===== src/rtl/wbu_pkg.sv =====
// Shared types and helpers for the write-back unit.
// Holds the rd source select encoding and the register address range check.
package wbu_pkg;

   typedef enum logic [1:0] {
      RD_SEL_ALU  = 2'b00,
      RD_SEL_LSU  = 2'b01,
      RD_SEL_CSR  = 2'b10,
      RD_SEL_LINK = 2'b11
   } rd_sel_t;

   localparam int REG_ADDR_W = 5;

   // True when a 5-bit register address names an implemented register.
   function automatic logic reg_in_range(input logic [REG_ADDR_W-1:0] addr, input int nr_reg);
      return int'(addr) < nr_reg;
   endfunction

endpackage


===== src/rtl/regfile_nr.sv =====
// Architectural register file: one write port, two asynchronous read ports.
// x0 and unimplemented addresses always read as zero and are never written.
module regfile_nr
   import wbu_pkg::*;
#(
   parameter int XLEN   = 32,
   parameter int NR_REG = 32
) (
   input  logic                  clk,
   input  logic                  rst,
   input  logic                  we,
   input  logic [REG_ADDR_W-1:0] waddr,
   input  logic [XLEN-1:0]       wdata,
   input  logic [REG_ADDR_W-1:0] raddr_a,
   input  logic [REG_ADDR_W-1:0] raddr_b,
   output logic [XLEN-1:0]       rdata_a,
   output logic [XLEN-1:0]       rdata_b
);

   localparam int AW = $clog2(NR_REG);

   logic [XLEN-1:0] regs [NR_REG];

   always_ff @(posedge clk or posedge rst) begin
      if (rst) begin
         for (int i = 0; i < NR_REG; i++) begin
            regs[i] <= '0;
         end
      end else if (we && (waddr != '0) && reg_in_range(waddr, NR_REG)) begin
         regs[waddr[AW-1:0]] <= wdata;
      end
   end

   always_comb begin
      rdata_a = '0;
      rdata_b = '0;
      if ((raddr_a != '0) && reg_in_range(raddr_a, NR_REG)) begin
         rdata_a = regs[raddr_a[AW-1:0]];
      end
      if ((raddr_b != '0) && reg_in_range(raddr_b, NR_REG)) begin
         rdata_b = regs[raddr_b[AW-1:0]];
      end
   end

endmodule


===== src/rtl/wbu_pipe.sv =====
// Write-back stage: one-entry buffer between LSU and register file, with
// commit gating, rd bypass to decode, illegal-rd detection and instret.
module wbu_pipe
   import wbu_pkg::*;
#(
   parameter int XLEN   = 32,
   parameter int NR_REG = 32
) (
   input  logic            clk,
   input  logic            rst,
   input  logic            in_valid,
   output logic            in_ready,
   input  logic [XLEN-1:0] in_alu_result,
   input  logic [XLEN-1:0] in_lsu_rdata,
   input  logic [XLEN-1:0] in_csr_rdata,
   input  logic [XLEN-1:0] in_pc,
   input  logic            in_rd_wen,
   input  logic [4:0]      in_rd_addr,
   input  rd_sel_t         in_rd_sel,
   input  logic            commit_en,
   input  logic [4:0]      rs1_addr,
   input  logic [4:0]      rs2_addr,
   output logic [XLEN-1:0] rs1_data,
   output logic [XLEN-1:0] rs2_data,
   output logic            wb_valid,
   output logic [XLEN-1:0] wb_pc,
   output logic            wb_rd_err,
   output logic [63:0]     instret
);

   function automatic logic [XLEN-1:0] select_rd_data(
      input rd_sel_t         sel,
      input logic [XLEN-1:0] alu,
      input logic [XLEN-1:0] lsu,
      input logic [XLEN-1:0] csr,
      input logic [XLEN-1:0] pc
   );
      case (sel)
         RD_SEL_ALU: return alu;
         RD_SEL_LSU: return lsu;
         RD_SEL_CSR: return csr;
         default:    return pc + XLEN'(4);
      endcase
   endfunction

   logic            ent_valid;
   logic            ent_rd_wen;
   logic [4:0]      ent_rd_addr;
   rd_sel_t         ent_rd_sel;
   logic [XLEN-1:0] ent_alu_result;
   logic [XLEN-1:0] ent_lsu_rdata;
   logic [XLEN-1:0] ent_csr_rdata;
   logic [XLEN-1:0] ent_pc;
   logic [63:0]     instret_q;

   logic            accept;
   logic            commit;
   logic            rd_in_range;
   logic            rd_writes;
   logic            rf_we;
   logic [XLEN-1:0] rd_data;
   logic [XLEN-1:0] rf_rdata_a;
   logic [XLEN-1:0] rf_rdata_b;

   assign in_ready = !ent_valid || commit_en;
   assign accept   = in_valid && in_ready;
   assign commit   = ent_valid && commit_en;

   assign rd_data     = select_rd_data(ent_rd_sel, ent_alu_result, ent_lsu_rdata,
                                       ent_csr_rdata, ent_pc);
   assign rd_in_range = reg_in_range(ent_rd_addr, NR_REG);
   // A pending write that will really land in the file; drives both write and bypass.
   assign rd_writes   = ent_valid && ent_rd_wen && (ent_rd_addr != '0) && rd_in_range;
   assign rf_we       = rd_writes && commit_en;

   assign wb_valid  = commit;
   assign wb_pc     = ent_pc;
   assign wb_rd_err = commit && ent_rd_wen && !rd_in_range;
   assign instret   = instret_q;

   // Entry control: occupancy and retire count
   always_ff @(posedge clk or posedge rst) begin
      if (rst) begin
         ent_valid <= 1'b0;
         instret_q <= '0;
      end else begin
         if (accept) begin
            ent_valid <= 1'b1;
         end else if (commit) begin
            ent_valid <= 1'b0;
         end
         if (commit) begin
            instret_q <= instret_q + 64'd1;
         end
      end
   end

   // Entry payload: loads only on transfer, so it stays frozen while stalled
   always_ff @(posedge clk) begin
      if (accept) begin
         ent_rd_wen     <= in_rd_wen;
         ent_rd_addr    <= in_rd_addr;
         ent_rd_sel     <= in_rd_sel;
         ent_alu_result <= in_alu_result;
         ent_lsu_rdata  <= in_lsu_rdata;
         ent_csr_rdata  <= in_csr_rdata;
         ent_pc         <= in_pc;
      end
   end

   regfile_nr #(
      .XLEN   (XLEN),
      .NR_REG (NR_REG)
   ) u_rf (
      .clk     (clk),
      .rst     (rst),
      .we      (rf_we),
      .waddr   (ent_rd_addr),
      .wdata   (rd_data),
      .raddr_a (rs1_addr),
      .raddr_b (rs2_addr),
      .rdata_a (rf_rdata_a),
      .rdata_b (rf_rdata_b)
   );

   // Decode sees the pending result even while the commit is held off.
   always_comb begin
      rs1_data = rf_rdata_a;
      rs2_data = rf_rdata_b;
      if (rd_writes && (rs1_addr == ent_rd_addr)) begin
         rs1_data = rd_data;
      end
      if (rd_writes && (rs2_addr == ent_rd_addr)) begin
         rs2_data = rd_data;
      end
   end

endmodule


===== config.mk =====
export PLATFORM = sky130hd
export DESIGN_NAME = wbu_pipe
export DESIGN_NICKNAME = d
export VERILOG_FILES = /design/src/rtl/wbu_pkg.sv /design/src/rtl/regfile_nr.sv /design/src/rtl/wbu_pipe.sv
export SDC_FILE = /design/constraint.sdc
export NUM_CORES = 2
export LEC_CHECK = 0
export BUFFER_PORTS_ARGS = -buffer_cell sky130_fd_sc_hd__buf_4
export CAP_MARGIN = 25
export CORE_MARGIN = 2
export CORE_UTILIZATION = 61
export DETAILED_ROUTE_END_ITERATION = 8
export HOLD_SLACK_MARGIN = 0.03
export PLACE_DENSITY = 0.83
export SLEW_MARGIN = 0
export SYNTH_ARGS = -nofsm -noshare
export SYNTH_HDL_FRONTEND = slang
export SYNTH_SLANG_ARGS = --single-unit

===== constraint.sdc =====
create_clock -name clk -period 55.4 [get_ports clk]
set_input_delay 2.77 -clock clk [delete_from_list [all_inputs] [get_ports clk]]
set_output_delay 2.77 -clock clk [all_outputs]
set_load 0.01 [all_outputs]

==> results.py <==
metrics = {
    "grt": {
        "top_usage_layer": "met2",
        "antenna_found_initial": 5,
        "grt_max_degree": 176,
        "use_met2_pct": 56.59,
        "overflow": 0,
        "grt_pass1_vias": 50340,
        "grt_usage_pct": 38.95,
        "grt_util_met3_pct": 14.16,
        "grt_pass1_wl_um": 304600,
        "met1_usage_pct": 49.06,
    },
    "yosys": {
        "synth_nets": 5925,
        "synth_edf_count": 136,
        "ys_types": 72,
        "synthTopCellsByCount": "nand2_1 (1217), dfrtp_1 (1089), o21ai_0 (1024), mux2i_1 (449), clkbuf_1 (436)",
        "synth.top_cell.area_share_pct": 43.90,
        "synth_compound_area_share_pct": 14.50,
        "ys_ff_latch": 1225,
        "synth_fa_ha_area_share_pct": 0.04031,
        "avgSynthCellArea_um2": 10.75,
        "synth_ff_type": "dfrtp_1",
        "ys_warn_count": 0,
        "yosys.area_share.simple_pct": 10.08,
        "synth_top_family_by_area": "multiplexers",
        "synth.most_common_cell": "nand2_1",
        "synth.cell_area_um2": 62080,
        "syn_inst": 5773,
        "synth_xor_area_share_pct": 1.369,
        "synthTopCellsByArea": "dfrtp_1 (44%), mux4_2 (12%), o21ai_0 (8.3%)",
        "async_flop_share_pct": 88.90,
        "ys_seq_area_share_pct": 50.48,
        "muxShareOfSynthArea_pct": 19.63,
        "yosysTopAreaCell": "dfrtp_1",
    },
    "sta": {
        "max_freq_ghz": 0.1022,
        "slew_headroom_pct": 27.42,
        "setup_viol": 0,
        "finalSetupTns_ps": 0,
        "fin_crit_ps": 9784,
        "rsz0062_at_grt": "false",
        "hold_viol": 0,
        "finClkSkew_ps": 47.56,
        "period_share_pct": 17.66,
        "hold_ws_ps": 397.9,
        "worstMarginPinSlew_ps": 1089,
        "slew_viol_final": 0,
    },
    "final_layout": {
        "layout.nets": 5908,
        "drive_gt1_share_pct": 18.36,
        "utilization_pct": 68.61,
        "area_delta_synth_final_pct": 11.96,
    },
    "clocking": {
        "clk_latency_ps": 770,
        "holdBufCountCts": 0,
        "htreeDepth": 3,
        "ctsLongestPathBuffers": 3,
        "cts-buffers-inserted": 121,
        "post_cts_buffers": 0,
        "clockRootBuffer": "clkbuf_16",
        "cts.clk_slew.worst_paths_ps": 60,
        "cts_sinks": 1225,
        "cts_tree": "built",
        "ctsResizeCount": 0,
    },
    "status": {
        "status": "finished clean",
    },
    "pwr": {
        "p_int_mw": 1.649,
        "seqPwrFrac_pct": 46.7,
        "irDropWorstVdd_mv": 0.02954,
        "power_per_cell_area_nw_per_um2": 33.00,
        "switching_power_uw": 644.8,
        "p_sw_share_pct": 28.11,
        "pwr-share-clk_pct": 38.2,
        "total_power_mw": 2.293,
        "p_comb_share_pct": 15.1,
        "power.leakage_nw": 30.17,
    },
    "die": {
        "floorplan.initialDensity_pct": 61.28,
        "io_pins": 313,
        "die_width_um": 323.0,
        "coreArea_um2": 101300,
        "row_count": 117,
        "die-area_um2": 104300,
        "die_y_um": 323.0,
    },
    "route": {
        "routed_via_density": 7.063,
        "totalWireLength_um": 203000,
        "drc": 0,
        "dr.pass1.iters": 9,
        "drt_iter0_markers": 7877,
        "ant_nets": 0,
        "wire_per_inst_um": 28.07,
        "num_vias": 51090,
    },
    "placed_design": {
        "port_buffers": 311,
        "post-dp-hpwl_um": 116800,
        "globalplace.congestion": 0.9019,
    },
    "setup_path": {
        "crit_fanout": 31,
        "crit_arrival_ps": 7010,
        "startpoint_type": "input pin",
        "reg2reg_depth": 6,
        "crit_type": "in -> out",
        "worstPathRequired_ps": 52630,
        "cp-end-kind": "output pin",
    },
    "run": {
        "max_cap_viol_count": 0,
    },
    "hold_path": {
        "hold_path_class": "reg -> reg",
        "min_path_cells": 0,
    },
}
==> per-layer routing <==
metal  routed length (um)  part of all wire, %
met1                69590                   34
met2                87770                   43
met3                29260                   14
met4                16180                  8.0
met5                  241                 0.12
==> worst max-delay path: stages <==
cell and delay (ps):
buf_4 510, buf_4 650, nor2b_4 750, buf_4 450, and2_1 640, a32oi_1 100, nand3_1 140, a2bb2oi_1 700
buf_4 250
==> power by group through the flow <==
stage / logic (mW) / clock network, mW / registers, mW
2_1_floorplan: 0.233 / 0 / 1.06
3_3_place_gp: 0.322 / 0 / 1.07
3_5_place_dp: 0.334 / 0 / 1.08
4_1_cts: 0.338 / 0.876 / 1.07
5_1_grt: 0.374 / 0.916 / 1.08
6_report: 0.347 / 0.876 / 1.07
==> cell usage in the layout (no fill, tap or decap), types with 7 or more instances in the layout <==
cell,count
edfxtp_1,136
a22oi_1,45
nand2_1,1185
a221oi_1,48
o221ai_2,7
o211ai_1,20
clkbuf_16,121
nor2_1,57
nand4_1,22
buf_4,420
and3_1,8
clkbuf_8,15
nor3_1,27
clkinv_2,23
xnor2_1,67
inv_1,20
nand3_1,70
nor4_1,37
a21oi_1,106
mux4_2,333
o22ai_1,58
xor2_1,30
mux2i_1,449
bufinv_16,17
nand2_2,33
nor2b_1,10
a21oi_2,7
a22o_1,7
clkbuf_1,28
a221o_1,118
a32oi_1,22
o21ai_0,1019
clkinvlp_4,11
dfrtp_1,1089
mux2_2,16
and2_1,11
o21ai_1,32
==> cell families after synthesis <==
group	after synthesis
buffers and inverters	598
AND/OR/NAND/NOR	1514
flip-flops	1225
XOR/XNOR	97
AO/OA/AOI/OAI	1537
adder cells (fa/ha/maj)	2
multiplexers	799
other	1
==> final timing paths <==
check	slack, ps	start	endpoint
worst max register to register	51760	ent_rd_addr[2]	u_rf.regs[749]
min in group asynchronous	1950	rst	instret[63]
worst max-delay path	45620	rs2_addr[2]	rs2_data[3]
worst min register to register	400	u_rf.regs[1009]	u_rf.regs[1009]
worst min-delay path	400	u_rf.regs[1009]	u_rf.regs[1009]
max in group asynchronous	50300	rst	u_rf.regs[708]
==> state kept, by name, summed over array words and instances (netlist names), 2 cells and up <==
signal          cells
instret            64
ent_rd_sel          2
wb_pc              32
u_rf.regs        1024
ent_alu_result     32
ent_lsu_rdata      32
ent_rd_addr         5
ent_csr_rdata      32
==> layout make-up <==
type | count | area (um^2)
antenna | 4 | 10.01
clock buffer | 166 | 3354
clock inverter | 63 | 852.1
fill | 7019 | 31800
inverter | 23 | 95.09
multi-input combinational | 3950 | 28680
sequential | 1225 | 31340
tap | 1368 | 1712
timing repair buffer | 435 | 3466
==> metrics by stage <==
| stage | area (um^2) | std cells | setup WS, ps |
|---|---|---|---|
| finish | 69500 | 7234 | 45620 |
| global route | 69490 | 7231 | 45370 |
| CTS | 69320 | 7223 | 45620 |
| detailed placement | 65120 | 6994 | 45650 |
| global placement | 65090 | 6993 | 45680 |
| floorplan | 62080 | 5773 | 21970 |
(Power assumes the default switching activity.)
